--- src/rtl/ram_load_sequencer.sv ---
// SRAM preload sequencer: decodes LOAD/RUN/HALT from the SPI byte stream, packs payload into
// 32-bit RAM writes and owns the core reset. Optional trailing checksum byte: RAM_LOAD_CHECKSUM_EN.
module ram_load_sequencer #(
  parameter logic [31:0] BaseAddr   = 32'h0010_0000,
  parameter int unsigned RamWords   = 16384,
  parameter int unsigned RspTimeout = 255
) (
  input  logic        clk_sys,
  input  logic        rst_sys_n,
  input  logic        rx_valid_i,
  input  logic [7:0]  rx_data_i,
  output logic        rx_ready_o,
  input  logic        a_rvalid_i,
  output logic        req_o,
  output logic        en_o,
  output logic [3:0]  b_en_o,
  output logic [31:0] addr_o,
  output logic [31:0] data_o,
  output logic        rst_no,
  output logic        busy_o,
  output logic        err_o
);

  localparam logic [32:0] RamEnd = 33'(BaseAddr) + 33'(RamWords) * 33'd4;
  localparam int unsigned TmoW = (RspTimeout > 1) ? $clog2(RspTimeout) : 1;
  localparam logic [TmoW-1:0] TmoLast = TmoW'(RspTimeout - 1);

  typedef enum logic [2:0] {
    S_CMD, S_ADDR, S_LEN, S_DATA, S_WRITE, S_WAIT_RSP, S_DRAIN
`ifdef RAM_LOAD_CHECKSUM_EN
    , S_CSUM
`endif
  } state_t;

  state_t          state_q, state_d;
  logic            live_q;
  logic [1:0]      byte_cnt;
  logic [7:0]      len_lo;
  logic [15:0]     len_full;
  logic [15:0]     words_left;
  logic [17:0]     drain_left;
  logic [TmoW-1:0] tmo_q;
  logic [32:0]     addr_next;
  logic            addr_ok;
  logic            rx_fire;
  logic            run_ok;
  logic            err_set, err_clr, run_set, run_clr;
  logic            drain_load;
  logic [15:0]     drain_words;

`ifdef RAM_LOAD_CHECKSUM_EN
  localparam state_t BlkDone = S_CSUM;
  logic [7:0] csum_q;
  assign run_ok = ~err_o;
`else
  localparam state_t BlkDone = S_CMD;
  assign run_ok = 1'b1;
`endif

  assign rx_fire   = rx_valid_i && rx_ready_o;
  assign addr_next = {1'b0, addr_o} + 33'd4;
  assign addr_ok   = (addr_o[1:0] == 2'b00) && (addr_o >= BaseAddr) && ({1'b0, addr_o} < RamEnd);
  assign req_o     = (state_q == S_WRITE);
  assign en_o      = req_o;
  assign b_en_o    = (state_q == S_WRITE || state_q == S_WAIT_RSP) ? 4'hF : '0;
  assign busy_o    = (state_q != S_CMD);

  // live_q keeps rx_ready_o low until the first edge after reset release
  always_comb begin
    case (state_q)
      S_CMD, S_ADDR, S_LEN, S_DATA, S_DRAIN: rx_ready_o = live_q;
`ifdef RAM_LOAD_CHECKSUM_EN
      S_CSUM:                                rx_ready_o = live_q;
`endif
      default:                               rx_ready_o = 1'b0;
    endcase
  end

  always_ff @(posedge clk_sys or negedge rst_sys_n) begin
    if (!rst_sys_n) state_q <= S_CMD;
    else            state_q <= state_d;
  end

  always_comb begin
    state_d     = state_q;
    err_set     = 1'b0;
    err_clr     = 1'b0;
    run_set     = 1'b0;
    run_clr     = 1'b0;
    drain_load  = 1'b0;
    drain_words = '0;
    len_full    = {rx_data_i, len_lo};
    case (state_q)
      S_CMD: if (rx_fire) begin
        case (rx_data_i)
          8'h01: begin err_clr = 1'b1; run_clr = 1'b1; state_d = S_ADDR; end
          8'h02: run_set = run_ok;
          8'h03: run_clr = 1'b1;
          default: err_set = 1'b1;
        endcase
      end
      S_ADDR: if (rx_fire && byte_cnt == 2'd3) state_d = S_LEN;
      S_LEN: if (rx_fire && byte_cnt[0]) begin
        err_set = ~addr_ok;
        if (len_full == '0) begin
          state_d = BlkDone;
        end else if (!addr_ok) begin
          state_d     = S_DRAIN;
          drain_load  = 1'b1;
          drain_words = len_full;
        end else begin
          state_d = S_DATA;
        end
      end
      S_DATA: if (rx_fire && byte_cnt == 2'd3) state_d = S_WRITE;
      S_WRITE: state_d = S_WAIT_RSP;
      // completion and timeout share the block-exit path; only overrun needs a valid response
      S_WAIT_RSP: if (a_rvalid_i || tmo_q == TmoLast) begin
        if (words_left == 16'd1) begin
          state_d = BlkDone;
          err_set = ~a_rvalid_i;
        end else if (!a_rvalid_i || addr_next >= RamEnd) begin
          state_d     = S_DRAIN;
          err_set     = 1'b1;
          drain_load  = 1'b1;
          drain_words = words_left - 16'd1;
        end else begin
          state_d = S_DATA;
        end
      end
      S_DRAIN: if (rx_fire && drain_left == 18'd1) state_d = BlkDone;
`ifdef RAM_LOAD_CHECKSUM_EN
      S_CSUM: if (rx_fire) begin
        err_set = (rx_data_i != csum_q);
        state_d = S_CMD;
      end
`endif
      default: state_d = S_CMD;
    endcase
  end

  always_ff @(posedge clk_sys or negedge rst_sys_n) begin
    if (!rst_sys_n) begin
      live_q     <= 1'b0;
      err_o      <= 1'b0;
      rst_no     <= 1'b0;
      addr_o     <= '0;
      data_o     <= '0;
      byte_cnt   <= '0;
      len_lo     <= '0;
      words_left <= '0;
      drain_left <= '0;
      tmo_q      <= '0;
    end else begin
      live_q <= 1'b1;
      if (err_set)      err_o <= 1'b1;
      else if (err_clr) err_o <= 1'b0;
      if (run_set)      rst_no <= 1'b1;
      else if (run_clr) rst_no <= 1'b0;
      case (state_q)
        S_CMD: byte_cnt <= '0;
        S_ADDR: if (rx_fire) begin
          addr_o[{byte_cnt, 3'b000} +: 8] <= rx_data_i;
          byte_cnt <= byte_cnt + 2'd1;
        end
        S_LEN: if (rx_fire) begin
          if (byte_cnt[0]) begin
            words_left <= len_full;
            byte_cnt   <= '0;
          end else begin
            len_lo   <= rx_data_i;
            byte_cnt <= 2'd1;
          end
        end
        S_DATA: if (rx_fire) begin
          data_o[{byte_cnt, 3'b000} +: 8] <= rx_data_i;
          byte_cnt <= byte_cnt + 2'd1;
        end
        S_WRITE: tmo_q <= '0;
        S_WAIT_RSP: begin
          if (!a_rvalid_i) tmo_q <= tmo_q + TmoW'(1);
          if (state_d != S_WAIT_RSP) words_left <= words_left - 16'd1;
          if (state_d == S_DATA) addr_o <= addr_next[31:0];
        end
        S_DRAIN: if (rx_fire) drain_left <= drain_left - 18'd1;
        default: ;
      endcase
      if (drain_load) drain_left <= {drain_words, 2'b00};
    end
  end

`ifdef RAM_LOAD_CHECKSUM_EN
  always_ff @(posedge clk_sys or negedge rst_sys_n) begin
    if (!rst_sys_n) begin
      csum_q <= '0;
    end else if (rx_fire) begin
      case (state_q)
        S_CMD:                           csum_q <= '0;
        S_ADDR, S_LEN, S_DATA, S_DRAIN:  csum_q <= csum_q + rx_data_i;
        default: ;
      endcase
    end
  end
`endif

endmodule

--- config.mk ---
export PLATFORM = sky130hd
export DESIGN_NAME = ram_load_sequencer
export DESIGN_NICKNAME = d
export VERILOG_FILES = /design/src/rtl/ram_load_sequencer.sv
export SDC_FILE = /design/constraint.sdc
export NUM_CORES = 1
export LEC_CHECK = 0
export ABC_AREA = 1
export BUFFER_PORTS_ARGS = -buffer_cell sky130_fd_sc_hd__buf_2
export CORE_MARGIN = 2
export CORE_UTILIZATION = 23
export DETAILED_ROUTE_END_ITERATION = 8
export PLACE_DENSITY = 0.36
export SLEW_MARGIN = 20
export SYNTH_ARGS = -nofsm -noshare
export SYNTH_HDL_FRONTEND = slang
export SYNTH_SLANG_ARGS = --single-unit
--- constraint.sdc ---
create_clock -name clk_sys -period 3.2 [get_ports clk_sys]
set_input_delay 0.64 -clock clk_sys [delete_from_list [all_inputs] [get_ports clk_sys]]
set_output_delay 0.64 -clock clk_sys [all_outputs]
set_load 0.005 [all_outputs]
== Yosys cells after proc, flatten, opt, wreduce, memory -nomap -nowiden ==
Cells that the tools add are included.

* Register bits: 122
* Logic and storage cells: 145
* Input port bits: 12
* Output and inout port bits: 74

* Bitwise logic cells: 3
* Add/subtract/negate cells: 6
* Reduce and logical (&&, ||, !) cells: 33
* Equal/unequal tests: 22
* Shift-type cells: 2
* Muxes and demuxes: 65
* Order comparisons: 3

{| class="wikitable"
|+ Operator list
! operator !! number
|-
| 16-bit 2-to-1 mux || 9
|-
| 32-bit bitwise mux || 2
|-
| 32-bit 2-to-1 mux || 2
|-
| 16-bit one-hot mux with 2 select lines || 2
|-
| 32-bit one-hot mux with 2 select lines || 1
|-
| 18-bit 2-to-1 mux || 3
|-
| 32-bit by 3-bit adder with 33-bit output, second input constant || 1
|-
| 33-bit by 21-bit greater-or-equal comparator with 1-bit output, second input constant || 1
|-
| 3-bit 2-to-1 mux || 11
|-
| 32-bit by 21-bit greater-or-equal comparator with 1-bit output, second input constant || 1
|-
| 32-bit by 21-bit less-than comparator with 1-bit output, second input constant || 1
|-
| 8-bit by 7-bit variable shift with 32-bit output, first input constant || 1
|-
| 8-bit by 7-bit variable part select with 32-bit output || 1
|-
| 1-bit 2-to-1 mux || 26
|-
| 3-bit one-hot mux with 7 select lines || 1
|-
| 18-bit by 1-bit equality test with 1-bit output, second input constant || 1
|-
| 18-bit by 1-bit subtractor with 18-bit output, second input constant || 1
|-
| 16-bit by 1-bit equality test with 1-bit output, second input constant || 1
|-
| 8-bit by 2-bit equality test with 1-bit output, second input constant || 2
|-
| 16-bit zero test || 1
|-
| 8-bit one-hot mux with 2 select lines || 1
|-
| 16-bit by 1-bit subtractor with 16-bit output, second input constant || 1
|-
| 2-bit nonzero test || 7
|-
| 3-bit by 2-bit equality test with 1-bit output, second input constant || 3
|-
| other kinds (30) || 53
|}

== Longest topological paths before layout ==
Gate-level depths: netlist of the first run.

* Depth in word-level cells: 10
* Gate-level depth with buffers: 20

== Least setup slack after synthesis of the first run ==
Ideal clock, no wire load.

* Kind: register to register
* Start point: register addr_o[2]
* End point: register drain_left[10]
* Stages on the path, launching flop included: 17
* Required time: 3,083 ps
* Arrival time: 2,253 ps
* Buffers on the path: 1
* Period minus slack after synthesis: 2,370 ps
* Path slack: 830 ps
* Cells stage by stage: dfrtp_1 > ha_1 > inv_1 > nor2_2 > nand2_1 > nor2_1 > nand2_1 > xnor2_1 > nor2_1 > nand2_1 > nor2_2 > nand2_1 > nand2_2 > nand3_2 > buf_2 > nor2_1 > nor2_1

* Cells in the longest elaborated chain, start to end: 9

{| class="wikitable"
|+ Ends and longest elaborated chain
! element !! line !! source
|-
| start: declaration || 17 || <nowiki>output logic [31:0] addr_o,</nowiki>
|-
| start signal: indexed assignment || 163 || <nowiki>addr_o[{byte_cnt, 3'b000} +: 8] <= rx_data_i;</nowiki>
|-
| start signal: assignment || 183 || <nowiki>if (state_d == S_DATA) addr_o <= addr_next[31:0];</nowiki>
|-
| 32-bit by 3-bit adder with 33-bit output or 32-bit by 21-bit greater-or-equal comparator with 1-bit output (tied branches) || 61, 62 ||
|-
| 33-bit by 21-bit greater-or-equal comparator with 1-bit output or 1-bit logical AND (tied branches) || 122, 62 ||
|-
| 1-bit logical OR or 1-bit logical AND (tied branches) || 122, 62 ||
|-
| 1-bit 2-to-1 mux, on equally long branches || 122, 107 ||
|-
| 1-bit 2-to-1 mux, on equally long branches || 119, 105 ||
|-
| 1-bit 2-to-1 mux, on equally long branches || 118, 103 ||
|-
| 1-bit one-hot mux with 2 select lines || 93 || <nowiki>case (state_q)</nowiki>
|-
| 2-bit nonzero test (no line) || -- ||
|-
| 2-bit AND reduction (no line) || -- ||
|-
| end signal: assignment || 185 || <nowiki>S_DRAIN: if (rx_fire) drain_left <= drain_left - 18'd1;</nowiki>
|-
| end signal: assignment || 188 || <nowiki>if (drain_load) drain_left <= {drain_words, 2'b00};</nowiki>
|-
| end: declaration || 41 || <nowiki>logic [17:0] drain_left;</nowiki>
|}

Parallel ways exist; a longest one is shown, timed or not.
A chain may end at the register's enable or synchronous reset.

== Worst setup path after layout of the first run ==
* Start point: register addr_o[3]
* End point: register addr_o[18]

* Cells in the longest elaborated chain, start to end: 10

{| class="wikitable"
|+ Ends and longest elaborated chain
! element !! line !! source
|-
| 32-bit by 3-bit adder with 33-bit output or 32-bit by 21-bit greater-or-equal comparator with 1-bit output (tied branches) || 61, 62 ||
|-
| 33-bit by 21-bit greater-or-equal comparator with 1-bit output or 1-bit logical AND (tied branches) || 122, 62 ||
|-
| 1-bit logical OR or 1-bit logical AND (tied branches) || 122, 62 ||
|-
| 3-bit 2-to-1 mux, on equally long branches || 122, 107 ||
|-
| 3-bit 2-to-1 mux, on equally long branches || 119, 105 ||
|-
| 3-bit 2-to-1 mux, on equally long branches || 118, 103 ||
|-
| 3-bit one-hot mux with 7 select lines (*) || 93 ||
|-
| net state_d[0] || 35 || <nowiki>state_t state_q, state_d;</nowiki>
|-
| 3-bit by 2-bit equality test with 1-bit output (*) || 183 ||
|-
| 2-bit by 1-bit != test with 1-bit output (no line) (*) || -- ||
|-
| 3-bit AND reduction (no line) (*) || -- ||
|}

Mark *: on every way through the listed nets, which the timed path passes. The rest lies on a longest branch. The select of a mux whose other input is x is not followed.

==> key figures, run 1 <==
Placement
  – Number of I/O port buffers: 85
  – Post-DP HPWL: 22300 um
  – Routability cong.: 0.815
  – Placed instance area: 8750 um^2

Setup path
  – CP cell instances: ha_1, inv_1, nor2_2, nand2_1, nor2_2, nand2_1, xnor2_1, nor2_1, nand2_1, nor2_2, nand2_1, nand2_1, nand2_1, nand2_2, nand2_4, nand2_8, nand2_2, nand2_1, nand2_1
  – Slowest stage delay, CP: between 0.4 and 0.5 ns
  – Reg2reg setup slack: around 0.41 ns
  – CP Capture Type: register
  – CP max stage cell: dfrtp_2
  – CP Max Fanout: 27
  – Critical path required time: 3.51 ns
  – Startpoint Class: register
  – CP arrival: 3.10 ns
  – Most numerous cell on the critical path: nand2_1
  – Critical path class: register to register

Pwr
  – Clock Power Share: 51.7%
  – Leakage: roughly 0.0045 uW
  – Power, Total: approximately 4000 uW
  – Combinational Power Share: around 8.3%
  – Sw Share: 27.4%
  – Pint: 2910 uW
  – Pwr/cell area: 428 nW/um^2
  – Flop pwr share: 40.0%
  – Psw: 1100 uW
  – VDD IR-drop max: approximately 0.35 mV

Route
  – 1st-iter DRT viols: 574
  – Vias per cell: 4.54
  – Routed WL: a little under 30000 um
  – Drt pass-1 iters: 5
  – Drt drc: 0
  – Wirelength per Cell: 17.5 um
  – Vias: 7551
  – Detail Route Antenna Nets: 0

Clocking
  – Post-cts sizing count: 0
  – Hold-fix buffers, CTS: 0
  – H-tree depth: 4
  – CTS Root Cell: clkbuf_16
  – Clk buf depth: 2
  – Post-CTS repair timing setup buffer count: 0
  – Clk slew on worst S/H paths: 0.06 ns
  – # clock sinks: 122
  – CTS tree: yes
  – CTS Buf Count: 17
  – Insertion delay to the later sink of the worst-skew pair: 0.43 ns

Timing
  – Fin. max-slew vios: 0
  – Final hold vios: 0
  – Final min period: 2.79 ns
  – Peak Freq: 0.359 GHz
  – Post-route clock period utilization: 87.1%
  – Setup TNS: 0 ns
  – Skew final: 0.0106 ns
  – Setup Viol. Count Final: 0
  – Max-slew headroom: 46.9%
  – Slew of the pin with the lowest slew margin: 0.797 ns
  – Unrepaired setup endpoints after global routing: false

GRT
  – Vias in the first global route: 7432
  – Tot GR Track Use: 17.0%
  – Largest net degree at the start of global routing: 75
  – Initial antenna violation count: 3
  – Overflow after GRT: 0
  – First-pass GRT wire length: 45400 um

Cells and area
  – Synth-to-layout area growth: 21.0%
  – Fin area: ~9400 um^2
  – Share of layout cells above drive strength 1: 14.8%
  – Nets: 1225

Logic synthesis
  – Synth Flop Type: dfrtp_1
  – Ys Warns: 0
  – Synth unique cells: 45
  – Mapped Avg Cell Area: 7.00 um^2
  – Post-synth EDFFs: 0
  – Syn nets: 1132
  – Yosys reg bits: between 100 and 150
  – Post-Synthesis Cells: 1107
  – Seq/Total Area, Yosys: approximately two fifths
  – Fraction of registers with async set/reset: 100%
  – Post-Syn Area: 7740 um^2

Die
  – Die width: 187 um
  – Initial Util: 23.2%
  – Total die area: 35200 um^2
  – Row count: 67
  – Ports: 86
  – Die height: 187 um
  – Placeable Area: 33400 um^2

Flow run
  – Number of max-cap violations: 0

Run status
  – Status: complete, no violations

Hold path
  – Worst hold path type: input pin to asynchronous set/reset pin
==> logic make-up (layout without fill, tap and decap cells) <==
group                    after synthesis  count (layout)  share of synthesized area [%]
AND/OR/NAND/NOR                      600             600                           33.1
AO/OA/AOI/OAI                        176             176                           12.7
buffers and inverters                161             267                           8.39
flip-flops                           122             122                           39.4
XOR/XNOR                              21              21                           2.38
adder cells (fa/ha/maj)               13              13                           2.10
multiplexers                          13              13                           1.89
other                                  1               3                         0.0484
==> power by group through the flow <==
stage               logic (uW)  clock network (uW)  registers [uW]
global route               384                2190            1610
finish                     334                2070            1610
detailed placement         339                   0            1640
floorplan                  170                   0            1630
CTS                        341                2120            1610
global placement           345                   0            1630
==> metal layers <==
layer	up-vias	wire length (um)	GRT usage (%)
met5	-	11	0
met4	2	358	4.00
met1	3590	15300	25.5
met3	20	1100	2.96
met2	152	12400	25.2
li1	3787	-	-
==> state kept, by name (all words and copies together) (netlist names) <==
signal and count:
rst_no 1, words_left 16, data_o 32, len_lo 8, addr_o 32, tmo_q 8
byte_cnt 2, live_q 1, err_o 1, state_q 3, drain_left 18
==> cell usage in the layout, fill, tap and decap left out, drive strengths merged <==
master	n
nand2	272
nor2	193
inv	132
dfrtp	122
buf	105
o21ai	95
nand3	64
a21oi	34
nor3	31
clkbuf	17
a31oi	15
xor2	14
nand4	13
mux2	13
ha	13
nor4	11
o22ai	11
nand3b	8
xnor2	7
o21bai	7
clkinv	7
or2	4
o31ai	3
a22o	3
clkinvlp	3
bufinv	3
diode	2
and2	2
and3	2
o211ai	2
o21a	2
a21boi	1
o41ai	1
o32ai	1
a32o	1
conb	1
==> worst max-delay path: cells and delay by family (launching register included) <==
family        cells  cell delay (ns)
xor+xnor          1             0.16
fa+ha+maj         1             0.20
buf+inv           1             0.09
flops             1             0.41
simple gates     16             1.81
==> final cells by class <==
type / count / area, um^2
well taps: 448 / 561
fillers: 3757 / 24000
repair buffers: 105 / 594
diodes: 2 / 5.00
clock inverters: 15 / 191
multi-input cells: 824 / 4050
clock buffers: 17 / 425
flip-flops and latches: 122 / 3050
inverters: 130 / 488
==> synth_stat cells (11+ instances only) <==
cell type / count / area (um^2)
nand3_1: 62 / 310
nand4_1: 13 / 81.3
o21ai_0: 90 / 450
ha_1: 13 / 163
a31oi_1: 15 / 93.8
nor4_1: 11 / 68.8
mux2_2: 13 / 146
o22ai_1: 11 / 68.8
dfrtp_1: 122 / 3050
clkbuf_1: 20 / 75.1
nand2_1: 261 / 980
xor2_1: 14 / 123
nor3_1: 29 / 145
nor2_1: 189 / 709
a21oi_1: 32 / 160
inv_1: 126 / 473
==> path summary, 6_finish.rpt <==
path                           start             to  depth (start not counted)
setup / recovery           addr_o[3]     addr_o[18]                         19
hold / removal             rst_sys_n  drain_left[2]                          1
setup reg to reg           addr_o[3]     addr_o[18]                         19
hold reg to reg            data_o[5]      data_o[5]                          2
max in group asynchronous  rst_sys_n      len_lo[1]                          2
min in group clk_sys       data_o[5]      data_o[5]                          2
==> through the flow <==
step,hold slack [ns],cells,util [%],setup WS (ns)
global placement,0.484,1629,26.2,0.333
detailed placement,0.479,1629,26.2,0.285
finish,0.233,1663,28.1,0.412
floorplan,0.344,1107,-,0.830
global route,0.293,1662,28.1,0.0466
CTS,0.278,1661,28.1,0.270
(Power assumes the default switching activity.)
==> run 2, diff against run 1 <==
--- a/config.mk
+++ b/config.mk
@@ -9,6 +9,7 @@
 export BUFFER_PORTS_ARGS = -buffer_cell sky130_fd_sc_hd__buf_2
 export CORE_MARGIN = 2
 export CORE_UTILIZATION = 23
+export CTS_BUF_LIST = sky130_fd_sc_hd__clkbuf_8
 export DETAILED_ROUTE_END_ITERATION = 8
 export PLACE_DENSITY = 0.36
 export SLEW_MARGIN = 20
==> run 2 against run 1 <==
Compared with the run above: sequential power barely moved; count of clock-buffer cells in the layout did not move; maximum frequency fell by 0.14%; power fell by 13%; worst hold slack got worse by 0.051 ns; die area did not move; largest power group is now sequential cells.
==> key figures, run 2 (same netlist as run 1, synthesis figures left out) <==
Setup path
  – Slowest stage delay, CP: 0.42 ns
  – CP cell instances: ha_1, inv_1, nor2_2, nand2_1, nor2_2, nand2_1, xnor2_1, nor2_1, nand2_1, nor2_2, nand2_1, nand2_1, nand2_1, nand2_2, nand2_4, nand2_8, nand2_2, nand2_1, nand2_1
  – Worst R2R End: addr_o[18]
  – R2R depth: 19
  – Startpoint Class: register
  – CP max stage cell: dfrtp_2
  – CP Max Fanout: 27
  – CP Capture Type: register
  – CP arrival: 3.14 ns
  – Reg2reg setup slack: 0.41 ns
  – Most numerous cell on the critical path: nand2_1
  – Critical path required time: between 3 and 4 ns
  – CP Depth: 19
  – Origin of the critical flop-to-flop path: addr_o[3]
  – WP buf/inv: 1
  – Family with the most delay on the worst path: simple AND/OR/NAND/NOR gates
  – Critical path class: register to register

Timing
  – Skew final: ~0.015 ns
  – Peak Freq: 0.358 GHz
  – Hold Slack: 0.182 ns
  – Final hold vios: 0
  – Max-slew headroom: 46.7%
  – Final min period: 2.79 ns
  – Post-route setup slack: 0.408 ns
  – Post-route clock period utilization: 87.2%
  – Unrepaired setup endpoints after global routing: false
  – Setup Viol. Count Final: 0
  – Fin. max-slew vios: 0
  – Slew of the pin with the lowest slew margin: roughly 0.8 ns
  – Setup TNS: 0 ns

Pwr
  – VDD IR-drop max: 0.216 mV
  – Pwr/cell area: 380 nW/um^2
  – Leakage: approximately 0.0044 uW

Cells and area
  – Biggest regs: addr_o: 32 flops, data_o: 32 flops, drain_left: 18 flops
  – Share of layout cells above drive strength 1: 14.8%
  – Commonest non-fill, non-tap cells in the layout: nand2_1 (261), nor2_1 (187), inv_1 (126)
  – Commonest non-fill, non-tap cell in the layout: nand2_1
  – Nets: ~1200
  – Post-Route Utilization: 27.5%
  – Fin area: ~9200 um^2
  – Synth-to-layout area growth: 18.5%

Placement
  – Place WS: 0.285 ns
  – Post-DP HPWL: 22300 um
  – Placed instance area: 8750 um^2
  – Number of I/O port buffers: 85
  – Routability cong.: 0.815

Clocking
  – CTS tree: yes
  – Insertion delay to the later sink of the worst-skew pair: approximately 0.47 ns
  – CTS Root Cell: clkbuf_8
  – Post-cts sizing count: 0
  – Clk slew on worst S/H paths: about 0.09 ns
  – Hold-fix buffers, CTS: 0
  – CTS Buf Count: 17
  – Clk buf depth: 2
  – # clock sinks: 122
  – H-tree depth: 4
  – Post-CTS repair timing setup buffer count: 0

GRT
  – Tot GR Track Use: 17.0%
  – Initial antenna violation count: 3
  – Largest net degree at the start of global routing: 75
  – First-pass GRT wire length: about 45000 um
  – Overflow after GRT: 0
  – Vias in the first global route: between 7000 and 8000

Die
  – Row count: 67
  – Ports: 86
  – Initial Util: 23.2%
  – Placeable Area: between 30000 and 40000 um^2
  – Total die area: 35200 um^2
  – Die height: around 190 um
  – Die width: 187 um

Route
  – Routed WL: 29100 um
  – 1st-iter DRT viols: 560
  – Drt drc: 0
  – Wirelength per Cell: 17.5 um
  – Vias per cell: around 4.6
  – Detail Route Antenna Nets: 0
  – Drt pass-1 iters: 7
  – Vias: 7570

Hold path
  – Worst hold path type: input pin to asynchronous set/reset pin

Run status
  – Status: complete, no violations

Flow run
  – Number of max-cap violations: 0
-- run 2: cell counts in the layout (fill, tap and decap cells not counted) --
Identical to the previous run, type by type.
-- run 2: how the worst max path moves through the flow --
stage	startpoint	end	slack, ns
3_3_place_gp	addr_o[3]	addr_o[10]	0.33
4_1_cts	addr_o[3]	addr_o[11]	0.27
5_1_grt	addr_o[3]	addr_o[27]	0.04
6_report	addr_o[3]	addr_o[18]	0.41
3_5_place_dp	addr_o[3]	addr_o[12]	0.29
2_1_floorplan	addr_o[2]	drain_left[10]	0.83
-- run 2: through the flow --
stage               cells  power (uW)
global route         1662        3660
detailed placement   1629        1980
global placement     1629        1980
floorplan            1107        1800
finish               1663        3490
CTS                  1661        3550
-- run 2: layer usage --
layer	wire length (um)	track usage (%)	share of wire, %
met4	427	4.54	1.5
met5	11	0	0.038
met1	15000	25.4	52
met3	1220	2.62	4.2
met2	12400	25.2	43
-- run 2: final cells by class --
type                       instances  area (um^2)
tap                              448          561
clock buffer                      17          234
timing repair buffer             105          594
inverter                         130          488
sequential                       122         3050
multi-input combinational        824         4050
fill                            3778        24200
clock inverter                    15          191
antenna                            2         5.00
-- run 2: power breakdown --
group | total (uW) | switching, uW | leakage [uW] | internal, uW
logic | 334 | 234 | 0.00266 | 100
clock network | 1550 | 764 | 0.000204 | 785
registers | 1600 | 34.7 | 0.00159 | 1570
total | 3490 | 1030 | 0.00445 | 2450
-- run 2: worst reg2reg max path: cells and delay by family, from the launching register on --
kind / cells / cell delay [ns]
buffers and inverters: 1 / 0.09
adders and majority gates: 1 / 0.20
and+or+nand+nor: 16 / 1.84
DFF: 1 / 0.42
xor gates and xnor gates: 1 / 0.16
